<file path="src/rtl/piso_serializer.sv">
// Parallel-in serial-out transmitter: accepts a WIDTH-bit word on valid/ready and shifts it out MSB first.
// Optional macro PARITY_SERIAL_EN appends an even-parity bit after the LSB of every frame.
module piso_serializer #(
    parameter int WIDTH = 4
) (
    input  logic             clk,
    input  logic             reset_n,
    input  logic [WIDTH-1:0] par_i,
    input  logic             par_valid_i,
    output logic             par_ready_o,
    output logic             x_o,
    output logic             x_valid_o,
    output logic             x_first_o,
    output logic             x_last_o
);

    localparam int CNT_W = $clog2(WIDTH + 1);

    typedef enum logic [1:0] {
        S_IDLE  = 2'd0,
`ifdef PARITY_SERIAL_EN
        S_PAR   = 2'd2,
`endif
        S_SHIFT = 2'd1
    } state_t;

    state_t             r_state;
    state_t             w_next;
    logic [WIDTH-1:0]   r_shift;
    logic [CNT_W-1:0]   r_cnt;
    logic               r_x;
    logic               r_valid;
    logic               r_first;
    logic               r_last;
    logic               w_ready;
    logic               w_load;
`ifdef PARITY_SERIAL_EN
    logic               r_par;
`endif

    // Ready opens on the cycle that shows the final bit of a frame so the next MSB follows with no gap.
    always_comb begin
        w_ready = 1'b0;
        w_next  = r_state;
        case (r_state)
            S_IDLE: begin
                w_ready = 1'b1;
            end
            S_SHIFT: begin
`ifndef PARITY_SERIAL_EN
                w_ready = (r_cnt == '0);
`endif
            end
`ifdef PARITY_SERIAL_EN
            S_PAR: begin
                w_ready = 1'b1;
            end
`endif
            default: begin
                w_ready = 1'b0;
            end
        endcase

        w_load = par_valid_i & w_ready;

        case (r_state)
            S_IDLE: begin
                if (w_load) w_next = S_SHIFT;
            end
            S_SHIFT: begin
                if (r_cnt == '0) begin
`ifdef PARITY_SERIAL_EN
                    w_next = S_PAR;
`else
                    w_next = w_load ? S_SHIFT : S_IDLE;
`endif
                end
            end
`ifdef PARITY_SERIAL_EN
            S_PAR: begin
                w_next = w_load ? S_SHIFT : S_IDLE;
            end
`endif
            default: begin
                w_next = S_IDLE;
            end
        endcase
    end

    always_ff @(posedge clk or negedge reset_n) begin
        if (!reset_n) begin
            r_state <= S_IDLE;
        end else begin
            r_state <= w_next;
        end
    end

    // The MSB goes straight to the output register on load; r_shift keeps the remaining bits left-aligned.
    always_ff @(posedge clk or negedge reset_n) begin
        if (!reset_n) begin
            r_shift <= '0;
            r_cnt   <= '0;
            r_x     <= 1'b0;
            r_valid <= 1'b0;
            r_first <= 1'b0;
            r_last  <= 1'b0;
`ifdef PARITY_SERIAL_EN
            r_par   <= 1'b0;
`endif
        end else if (w_load) begin
            r_shift <= {par_i[WIDTH-2:0], 1'b0};
            r_cnt   <= CNT_W'(WIDTH - 1);
            r_x     <= par_i[WIDTH-1];
            r_valid <= 1'b1;
            r_first <= 1'b1;
            r_last  <= 1'b0;
`ifdef PARITY_SERIAL_EN
            r_par   <= ^par_i;
`endif
        end else if (r_state == S_SHIFT && r_cnt != '0) begin
            r_shift <= {r_shift[WIDTH-2:0], 1'b0};
            r_cnt   <= r_cnt - CNT_W'(1);
            r_x     <= r_shift[WIDTH-1];
            r_first <= 1'b0;
`ifdef PARITY_SERIAL_EN
            r_last  <= 1'b0;
`else
            r_last  <= (r_cnt == CNT_W'(1));
`endif
`ifdef PARITY_SERIAL_EN
        end else if (r_state == S_SHIFT) begin
            r_x     <= r_par;
            r_first <= 1'b0;
            r_last  <= 1'b1;
`endif
        end else begin
            // Frame finished with no new word: drop valid but keep x_o steady.
            r_valid <= 1'b0;
            r_first <= 1'b0;
            r_last  <= 1'b0;
        end
    end

    assign par_ready_o = w_ready;
    assign x_o         = r_x;
    assign x_valid_o   = r_valid;
    assign x_first_o   = r_first;
    assign x_last_o    = r_last;

endmodule

</file>
<file path="config.mk">
export PLATFORM = sky130hd
export DESIGN_NAME = piso_serializer
export DESIGN_NICKNAME = d
export VERILOG_FILES = /design/src/rtl/piso_serializer.sv
export SDC_FILE = /design/constraint.sdc
export NUM_CORES = 1
export LEC_CHECK = 0
export CAP_MARGIN = 20
export CELL_PAD_IN_SITES_DETAIL_PLACEMENT = 1
export CELL_PAD_IN_SITES_GLOBAL_PLACEMENT = 1
export CORE_UTILIZATION = 35
export CTS_CLUSTER_SIZE = 10
export DETAILED_ROUTE_END_ITERATION = 16
export PLACE_DENSITY_LB_ADDON = 0.1
export REMOVE_ABC_BUFFERS = 1
export SYNTH_ARGS = -nofsm -noshare
export SYNTH_HDL_FRONTEND = slang
export SYNTH_SLANG_ARGS = --single-unit
</file>
<file path="constraint.sdc">
create_clock -name clk -period 4.69 [get_ports clk]
set_clock_uncertainty 0.15 [all_clocks]
set_input_delay 0.469 -clock clk [delete_from_list [all_inputs] [get_ports clk]]
set_output_delay 0.469 -clock clk [all_outputs]
set_load 0.01 [all_outputs]
</file>
==> results.cfg <==
[run_status]
status = finished clean

[critical_path]
startpoint_type = flop
cp_data_arrival_time_ns = 2.16
worstReg2RegEnd = x_valid_o$_DFFE_PN0P_
end_kind = output pin
r2r_slack_ns = 2.85
cp_max_fo = 11
ff2ff_path_depth = 5
reg2reg_from = r_cnt[0]$_DFFE_PN0P_
path_class = flop to output pin
required_ns = 4.07

[synthesis]
synth_cells = 40
ys_warn_count = 0
yosysSeqAreaShare_pct = 50.1
ys_seq_elements = 11
synth.largest_area_cell = dfrtp_1
synth_top_area_share_pct = 50.1
synth_area_um2 = 549
netlist-cell-type-count = 16
syn_area_per_cell_um2 = 13.7
synth.top_cells.by_area = dfrtp_1, mux2_4, ha_1

[cells_and_area]
drive_above_1_share_pct = 22.6
regArea_um2 = 275
final_cell_mix = clkdlybuf4s50_1, dfrtp_1, mux2_4
multiInputGateArea_um2 = 240
nets = 64
area_growth_pct = 24.1
final_cells = 68
n_antenna_cell = 0
fill_cells = 151

[grt]
grt_max_degree = 12
grtUsageTotal_pct = 13.3
grt_pass1_wl_mm = 1.69
gr-total-overflow = 0
antenna_found_initial = 0
first_global_vias = 373

[detailed_routing]
post_drt_wl_per_cell_um = 14.3
routed_via_density = 5.00
vias = 340
ant_nets = 0
drc = 0
dr.first_iter.drc_count = 3
dr.pass1.iters = 2
drt-total-wl_um = 975

[die]
die_y_um = 41.6
design.die.area_um2 = 1730
die_x_um = 41.6
pin_count = 12
row_count = 13
start_util_pct = 39.7
core_um2 = 1380

[min_path]
hold_path_class = flop to flop
hold_depth = 1
hold_path_end = r_shift[3]$_DFFE_PN0P_
min_from = r_shift[2]$_DFFE_PN0P_

[power]
leakage_nw = 0.321
ir_drop_mv = 0.321
powerDensity_nw_per_um2 = 604

[cts]
cts.path.max_buffers = 2
clk_latency_ns = 0.27
cts_root_buffer = clkbuf_4
cts_tree = done
clkTransAtPathRegs_ns = 0.07
numCtsBuffers = 3
cts_resized = 0
postCtsSetupRepairBufs = 0
cts_hold_buf = 0
htreeDepth = 1
clock-sinks = 11

[timing]
worst_slew_pin_slew_ns = 0.626
fmax_mhz = 360
slew_headroom_pct = 58.2
drv_slew = 0
rsz0062_at_grt = false
fin_crit_sh_pct = 59.1
finalCriticalPeriod_ns = 2.77
final_hold_viol_count = 0
setup_violations = 0
setup_tns_ns = 0

[place]
hpwl_um = 679
globalplace.congestion = 0.619
place.port_buffers = 11
dp.cells = 64

[job]
maxCapViolations = 0
[registers in the layout, summed over array words and instances (netlist names)]
register / count
x_valid_o: 1
r_state: 1
x_first_o: 1
r_shift: 3
x_last_o: 1
r_cnt: 3
x_o: 1
[routing by layer]
layer  wire [µm]  track usage, %  up-vias
li1            -               -      160
met1         448            14.4      167
met2         462            22.8       13
met3          63            7.83        0
met4           0            1.94        0
met5           0               0        -
[logic make-up after synthesis]
| group | Yosys count | synth area share [%] |
|---|---|---|
| and+or+nand+nor | 9 | 9.11 |
| adders and majority gates | 3 | 6.83 |
| muxes | 10 | 24.8 |
| buffers and inverters | 5 | 6.15 |
| DFF | 11 | 50.1 |
| AOI/OAI and AO/OA | 2 | 2.96 |
[per-stage QoR]
stage                     instance area (µm²)  hold slack (ns)  setup slack [ns]  total power [mW]  util [%]
final                                     682            0.363              1.92             0.412      49.3
after global routing                      682            0.391              1.78             0.445      49.3
after CTS                                 682            0.367              1.91             0.416      49.3
after detailed placement                  656            0.345              2.21             0.349      47.4
after global placement                    656            0.340              2.25             0.339      47.4
after floorplan                           527           0.0234              2.98             0.279         -
[synthesized netlist by cell type]
library cell / number
or2b_1: 1
dfrtp_1: 11
and2_1: 2
ha_1: 3
mux2_2: 1
nor3b_1: 1
nand3_1: 1
nor2_1: 2
buf_6: 2
nand2b_1: 1
o21ai_2: 1
nand2_1: 1
inv_1: 3
mux2_4: 7
mux2i_1: 2
o31ai_1: 1
[report_power, final]
| group | total (mW) | internal, mW | switching, mW |
|---|---|---|---|
| clock network | 0.0632 | 0.0329 | 0.0303 |
| registers | 0.159 | 0.134 | 0.0252 |
| logic | 0.189 | 0.110 | 0.0795 |
| total | 0.412 | 0.277 | 0.135 |
[cell type report]
class	count	share of cell area [%]
clock buffers	4	3.85
inverters	3	1.65
multi-input cells	24	35.2
flip-flops and latches	11	40.4
well taps	15	2.75
repair buffers	11	16.1
[how the worst max path moves through the flow]
stage,start,to,slack [ns],cells past startpoint
detailed placement,r_cnt[0]$_DFFE_PN0P_,par_ready_o,2.21,5
CTS,r_cnt[0]$_DFFE_PN0P_,par_ready_o,1.91,5
global placement,r_cnt[0]$_DFFE_PN0P_,par_ready_o,2.25,5
global route,r_cnt[0]$_DFFE_PN0P_,par_ready_o,1.78,5
finish,r_cnt[0]$_DFFE_PN0P_,par_ready_o,1.92,5
floorplan,r_cnt[0]$_DFFE_PN0P_,par_ready_o,2.98,4
[worst max-delay path, stage by stage (launching register included)]
cell	delay (ns)
dfrtp_1	0.42
inv_1	0.10
ha_1	0.17
inv_1	0.05
o21ai_2	0.49
clkdlybuf4s50_1	0.66
Note: power is estimated with default switching activity, not from simulation.
